**src/rtl/dmux_stream_nway.sv**
```systemverilog
// Registered N-way stream demultiplexer: one valid/ready slot per channel,
// unicast or broadcast routing, and a drop counter for out-of-range selects.

module dmux_stream_lane #(
  parameter int W = 16
) (
  input  logic         clk,
  input  logic         rst_n,
  input  logic         load,
  input  logic [W-1:0] word,
  input  logic         ready,
  output logic         valid,
  output logic [W-1:0] data
);
  logic         vld;
  logic [W-1:0] slot;

  // Load beats drain, so a slot refilled while being consumed stays valid.
  always_ff @(posedge clk or negedge rst_n) begin
    if (!rst_n) begin
      vld  <= 1'b0;
      slot <= '0;
    end else if (load) begin
      vld  <= 1'b1;
      slot <= word;
    end else if (ready) begin
      vld  <= 1'b0;
    end
  end

  assign valid = vld;
  assign data  = vld ? slot : '0;
endmodule

module dmux_stream_nway #(
  parameter int W  = 16,
  parameter int N  = 8,
  parameter int SW = $clog2(N),
  parameter int CW = 8
) (
  input  logic           clk,
  input  logic           rst_n,
  input  logic [W-1:0]   in_data,
  input  logic [SW-1:0]  in_sel,
  input  logic           in_bcast,
  input  logic           in_valid,
  output logic           in_ready,
  output logic [N*W-1:0] out_data,
  output logic [N-1:0]   out_valid,
  input  logic [N-1:0]   out_ready,
  output logic           sel_err,
  output logic [CW-1:0]  drop_cnt
);
  logic [N-1:0]        free, load;
  logic [N-1:0][W-1:0] lane_data;
  logic                sel_ok, sel_free, acc, bad;

  always_comb begin
    free     = ~out_valid | out_ready;
    sel_ok   = {1'b0, in_sel} < (SW+1)'(N);
    sel_free = 1'b0;
    for (int i = 0; i < N; i++)
      if (in_sel == SW'(i)) sel_free = free[i];
    // A bad select is always accepted so the producer never stalls on it.
    if (in_bcast)    in_ready = &free;
    else if (sel_ok) in_ready = sel_free;
    else             in_ready = 1'b1;
    acc  = in_valid & in_ready;
    bad  = acc & ~in_bcast & ~sel_ok;
    load = '0;
    for (int i = 0; i < N; i++)
      load[i] = acc & (in_bcast | (sel_ok & (in_sel == SW'(i))));
  end

  for (genvar i = 0; i < N; i++) begin : g_lane
    dmux_stream_lane #(.W(W)) u_lane (
      .clk   (clk),
      .rst_n (rst_n),
      .load  (load[i]),
      .word  (in_data),
      .ready (out_ready[i]),
      .valid (out_valid[i]),
      .data  (lane_data[i])
    );
  end

  assign out_data = lane_data;

  always_ff @(posedge clk or negedge rst_n) begin
    if (!rst_n) begin
      sel_err  <= 1'b0;
      drop_cnt <= '0;
    end else begin
      sel_err <= bad;
      if (bad && drop_cnt != '1) drop_cnt <= drop_cnt + 1'b1;
    end
  end
endmodule

```
**config.mk**
```make
export PLATFORM = sky130hd
export DESIGN_NAME = dmux_stream_nway
export DESIGN_NICKNAME = d
export VERILOG_FILES = /design/src/rtl/dmux_stream_nway.sv
export SDC_FILE = /design/constraint.sdc
export NUM_CORES = 1
export LEC_CHECK = 0
export CORE_MARGIN = 3
export CORE_UTILIZATION = 48
export DETAILED_ROUTE_END_ITERATION = 6
export PLACE_DENSITY_LB_ADDON = 0.05
export RECOVER_POWER = 25
export SYNTH_ARGS = -nofsm -noshare
export SYNTH_HDL_FRONTEND = slang
export SYNTH_SLANG_ARGS = --single-unit
```
**constraint.sdc**
```tcl
create_clock -name clk -period 3 [get_ports clk]
set_input_delay 0.45 -clock clk [delete_from_list [all_inputs] [get_ports clk]]
set_output_delay 0.45 -clock clk [all_outputs]
set_load 0.02 [all_outputs]
```
==> results.txt, run 1 <==
The run finished with clean final reports. The endpoint identified for the worst register-to-register timing path is g_lane[5].u_lane.slot[1]. The internal power consumption came out at 4360 uW. The die width is about 120 um. The critical path required time came out at roughly 2600 ps. The synthesis warning total came out at 0. The number of failing hold endpoints at the final stage is 0. The floorplan step defined a die boundary enclosing 14700 um^2. The number of buffers inserted during clock tree synthesis is 17.

After synthesis, the most frequently instantiated cells are 136 x dfrtp_1, 129 x and2_1, 119 x mux2_1. Among all flip-flop cells after synthesis, the most frequent one is dfrtp_1. The peak supply drop came out at 0.000394 V. The power density over the cells came out at 708 nW/um^2. The relative area change from synthesis to final layout is 36.7%. The sequential element share of the synthesized area is 53.5%. The worst hold path belongs to the class primary input to asynchronous set/reset pin. The region available for standard cell placement spans roughly 13000 um^2. The detail route stage leaves a number of antenna-violating nets equal to 0. The design draws 6160 uW. After filler insertion, the fill cell instance count of the layout stands at 969. Synthesis instantiated 36 different standard cells from the library. The average via count per standard cell is between 5 and 6. The port buffer count is 167.

The net switching component of the power is 1790 uW. The combinational power share is 29.2%. The maximum buffer depth of the clock tree came out at 2. The routed layout has 4273 vias. The synthesized design contains 136 register bits. Of the cells placed in the final design, the portion with a size suffix greater than 1 is under 10%.

For this run, design rule violations remaining after detail routing come to 0. After legalization and detailed placement, the total HPWL measured 10.9 mm. The number of cell instances on the worst register-to-register path is 6. For this configuration, the core starts out at a cell density of roughly half. Net switching is 29.1% of the power. The number of nets at the end of the flow is 694. The level count of the clock H-tree came out at 4.

Yosys instantiated no cell more often than dfrtp_1. The number of global-route vias before repair is 4535. Setup repair after global routing left no endpoint under its margin. In this run the cell area of the synthesized design comes to 6360 um^2. The clock tree root buffer cell is clkbuf_16. After the first detailed-routing iteration, the DRC count stood at around 170. The final period demand of the worst path came out at 2720 ps. The final weighted congestion in routability-driven placement came out at 0.823. The tool flagged a number of max-cap violations equal to 0. The count of final setup violators came out at 0.

Per report_power, the sequential group accounts for 40.6% of the total. The post-CTS repair timing setup buffer count is 0. Counting flops with a built-in enable in the synthesized netlist gives 0. The number of ports placed on the die boundary came out at between 150 and 200. The floorplan has 41 rows.

Summing all multi-input logic gate instances after layout gives about 2700 um^2. The clock skew is 6.46 ps. The number of resized instances in the post-cts repair step is 1. The normalized max-slew margin is 7.96%. The length of the first detailed-routing pass in iterations came out at 4.

The later-pin clock latency in the skew report is 420 ps. The final max-slew violation count is 0. Of the total power, the clock network draws 30.1%. The initial antenna violation count is 1. The combined global-route utilization of all metal layers is 22.4%. The measured slew at the worst slew-check pin is roughly 1400 ps. The register-to-register path setup slack came out at 590 ps. Summing all placed instances gives a cell area of a little over 8000 um^2. In the final routed layout, each cell accounts on average for ~18 um. The worst register-to-register path begins at g_lane[3].u_lane.valid.

Summed over all instances, the cell type with the most area after synthesis is dfrtp_1. The sum of routed wire length over all layers is 15.4 mm. The combined flip-flop and latch cell area came out at 3400 um^2. By area the synthesized netlist is led by dfrtp_1 53%, mux2_1 21%, and2_1 13%, buf_4 2.7%, mux2_4 2.1%. Once layout is done, the placed cells without fillers occupy around 8700 um^2. The maximum operating frequency is 367 MHz. The wire length of the first global-routing pass is 24.9 mm. The die outline height is 121 um.

The synthesized area per cell is between 10 and 15 um^2. The share of synthesized flip-flops with an asynchronous set or reset came out at 100%. The number of standard cells after synthesis came out at between 400 and 500.

The endpoint arrival time on the critical path came out at 2270 ps. The pin count of the biggest net entering global routing came out at 56. For this design the static power due to leakage is 0.00372 uW. The fraction of synthesized cell area taken by the top area cell type is 53.5%.

Global routing finished with a remaining overflow of 0. TritonCTS built the clock tree. Hold repair after CTS inserted 0 buffers. STA classifies the critical path startpoint as a primary input. The period utilization came out at 90.7%. The repair_antennas step left the layout with diodes totalling 0. STA classifies the critical path endpoint as a primary output. The count of clock tree sinks is approximately 140. The clock transition at the register clock pins on the worst setup and hold paths after CTS is 50 ps. The critical path is of the primary input to primary output type. Along the worst path, the maximum fanout reaches 3.
## layout make-up
cell class / count / area share [%]
clock buffer: 28 / 5.82
clock inverter: 3 / 0.173
multi-input combinational: 318 / 30.8
tap: 172 / 2.47
timing repair buffer: 188 / 21.5
inverter: 2 / 0.0863
sequential: 136 / 39.1
## through the flow
stage / setup slack, ps / TNS [ps] / util (%) / hold slack (ps) / cells
detailed placement: -75.3 / -996 / 64.2 / 443 / 816
finish: 278 / 0 / 68.1 / 347 / 847
CTS: 259 / 0 / 68.3 / 2.90 / 847
floorplan: 806 / 0 / - / 154 / 498
global placement: 12.0 / 0 / 64.2 / 433 / 816
global route: 163 / 0 / 68.1 / 469 / 847
## layer usage
layer  GRT usage (%)  routed length, um  vias to the layer above
li1                -                  -                     1956
met1            28.6               6630                     2161
met2            36.9               7590                      136
met3            6.81                988                       18
met4            6.79                207                        2
met5               0                 12                        -
## worst max-delay path: stages
cell,delay [ps]
clkdlybuf4s50_1,430
nand2b_1,240
mux2_2,310
a22oi_1,240
nand2_1,70
o21ai_0,80
a21boi_0,110
dlygate4sd2_1,350
## sequential cells by signal, summed over array words and instances (netlist names)
name / cells
g_lane.u_lane.valid: 8
g_lane.u_lane.slot: 128
## worst max path at each step
| stage | startpoint | to | slack (ps) |
|---|---|---|---|
| 3_3_place_gp | out_ready[2] | in_ready | 10 |
| 3_5_place_dp | out_ready[2] | g_lane[5].u_lane.slot[1] | -80 |
| 5_1_grt | out_ready[2] | in_ready | 160 |
| 4_1_cts | out_ready[2] | in_ready | 260 |
| 6_report | out_ready[2] | in_ready | 280 |
| 2_1_floorplan | out_ready[3] | g_lane[4].u_lane.slot[10] | 810 |
## power by group through the flow
stage                     Clock, uW  Sequential, uW  Combinational [uW]
after floorplan                   0            2460                1060
after global placement            0            2500                1780
after detailed placement          0            2530                1820
after CTS                      1900            2500                1830
after global routing           1980            2560                1940
final                          1860            2500                1800
## logic make-up (layout without fill, tap and decap cells)
group	after synthesis	after routing	share of synthesized area, %
AOI/OAI and AO/OA	16	16	2.08
buffers and inverters	44	221	4.84
DFF	136	136	53.5
muxes	130	130	23.5
other	1	9	0.0589
and+or+nand+nor	163	163	16.0
## layout by cell type (no fill, tap or decap), types with 2 or more instances in the layout
cell type,netlist,layout
dfrtp_1,136,136
buf_4,23,16
o21a_1,3,3
buf_12,0,4
or2_1,3,3
clkdlybuf4s50_1,0,165
mux2_1,119,119
clkbuf_2,0,2
nor2_1,3,3
mux2_4,9,9
clkbuf_16,0,17
clkbuf_8,0,4
clkbuf_1,9,7
o21ai_2,2,2
nand2b_1,9,9
nand2_1,7,7
inv_1,2,2
conb_1,1,9
clkinv_2,0,3
and2_1,129,129
nor2b_1,5,5
nor3_1,2,2
(Power assumes the default switching activity.)
==> inputs of run 2 (changes only) <==
--- a/config.mk
+++ b/config.mk
@@ -5,6 +5,7 @@
 export SDC_FILE = /design/constraint.sdc
 export NUM_CORES = 1
 export LEC_CHECK = 0
+export ABC_CLOCK_PERIOD_IN_PS = 3000
 export CORE_MARGIN = 3
 export CORE_UTILIZATION = 48
 export DETAILED_ROUTE_END_ITERATION = 6
==> results of run 2 <==
No change in the layout: final DEF, timing and power equal those of run 1.
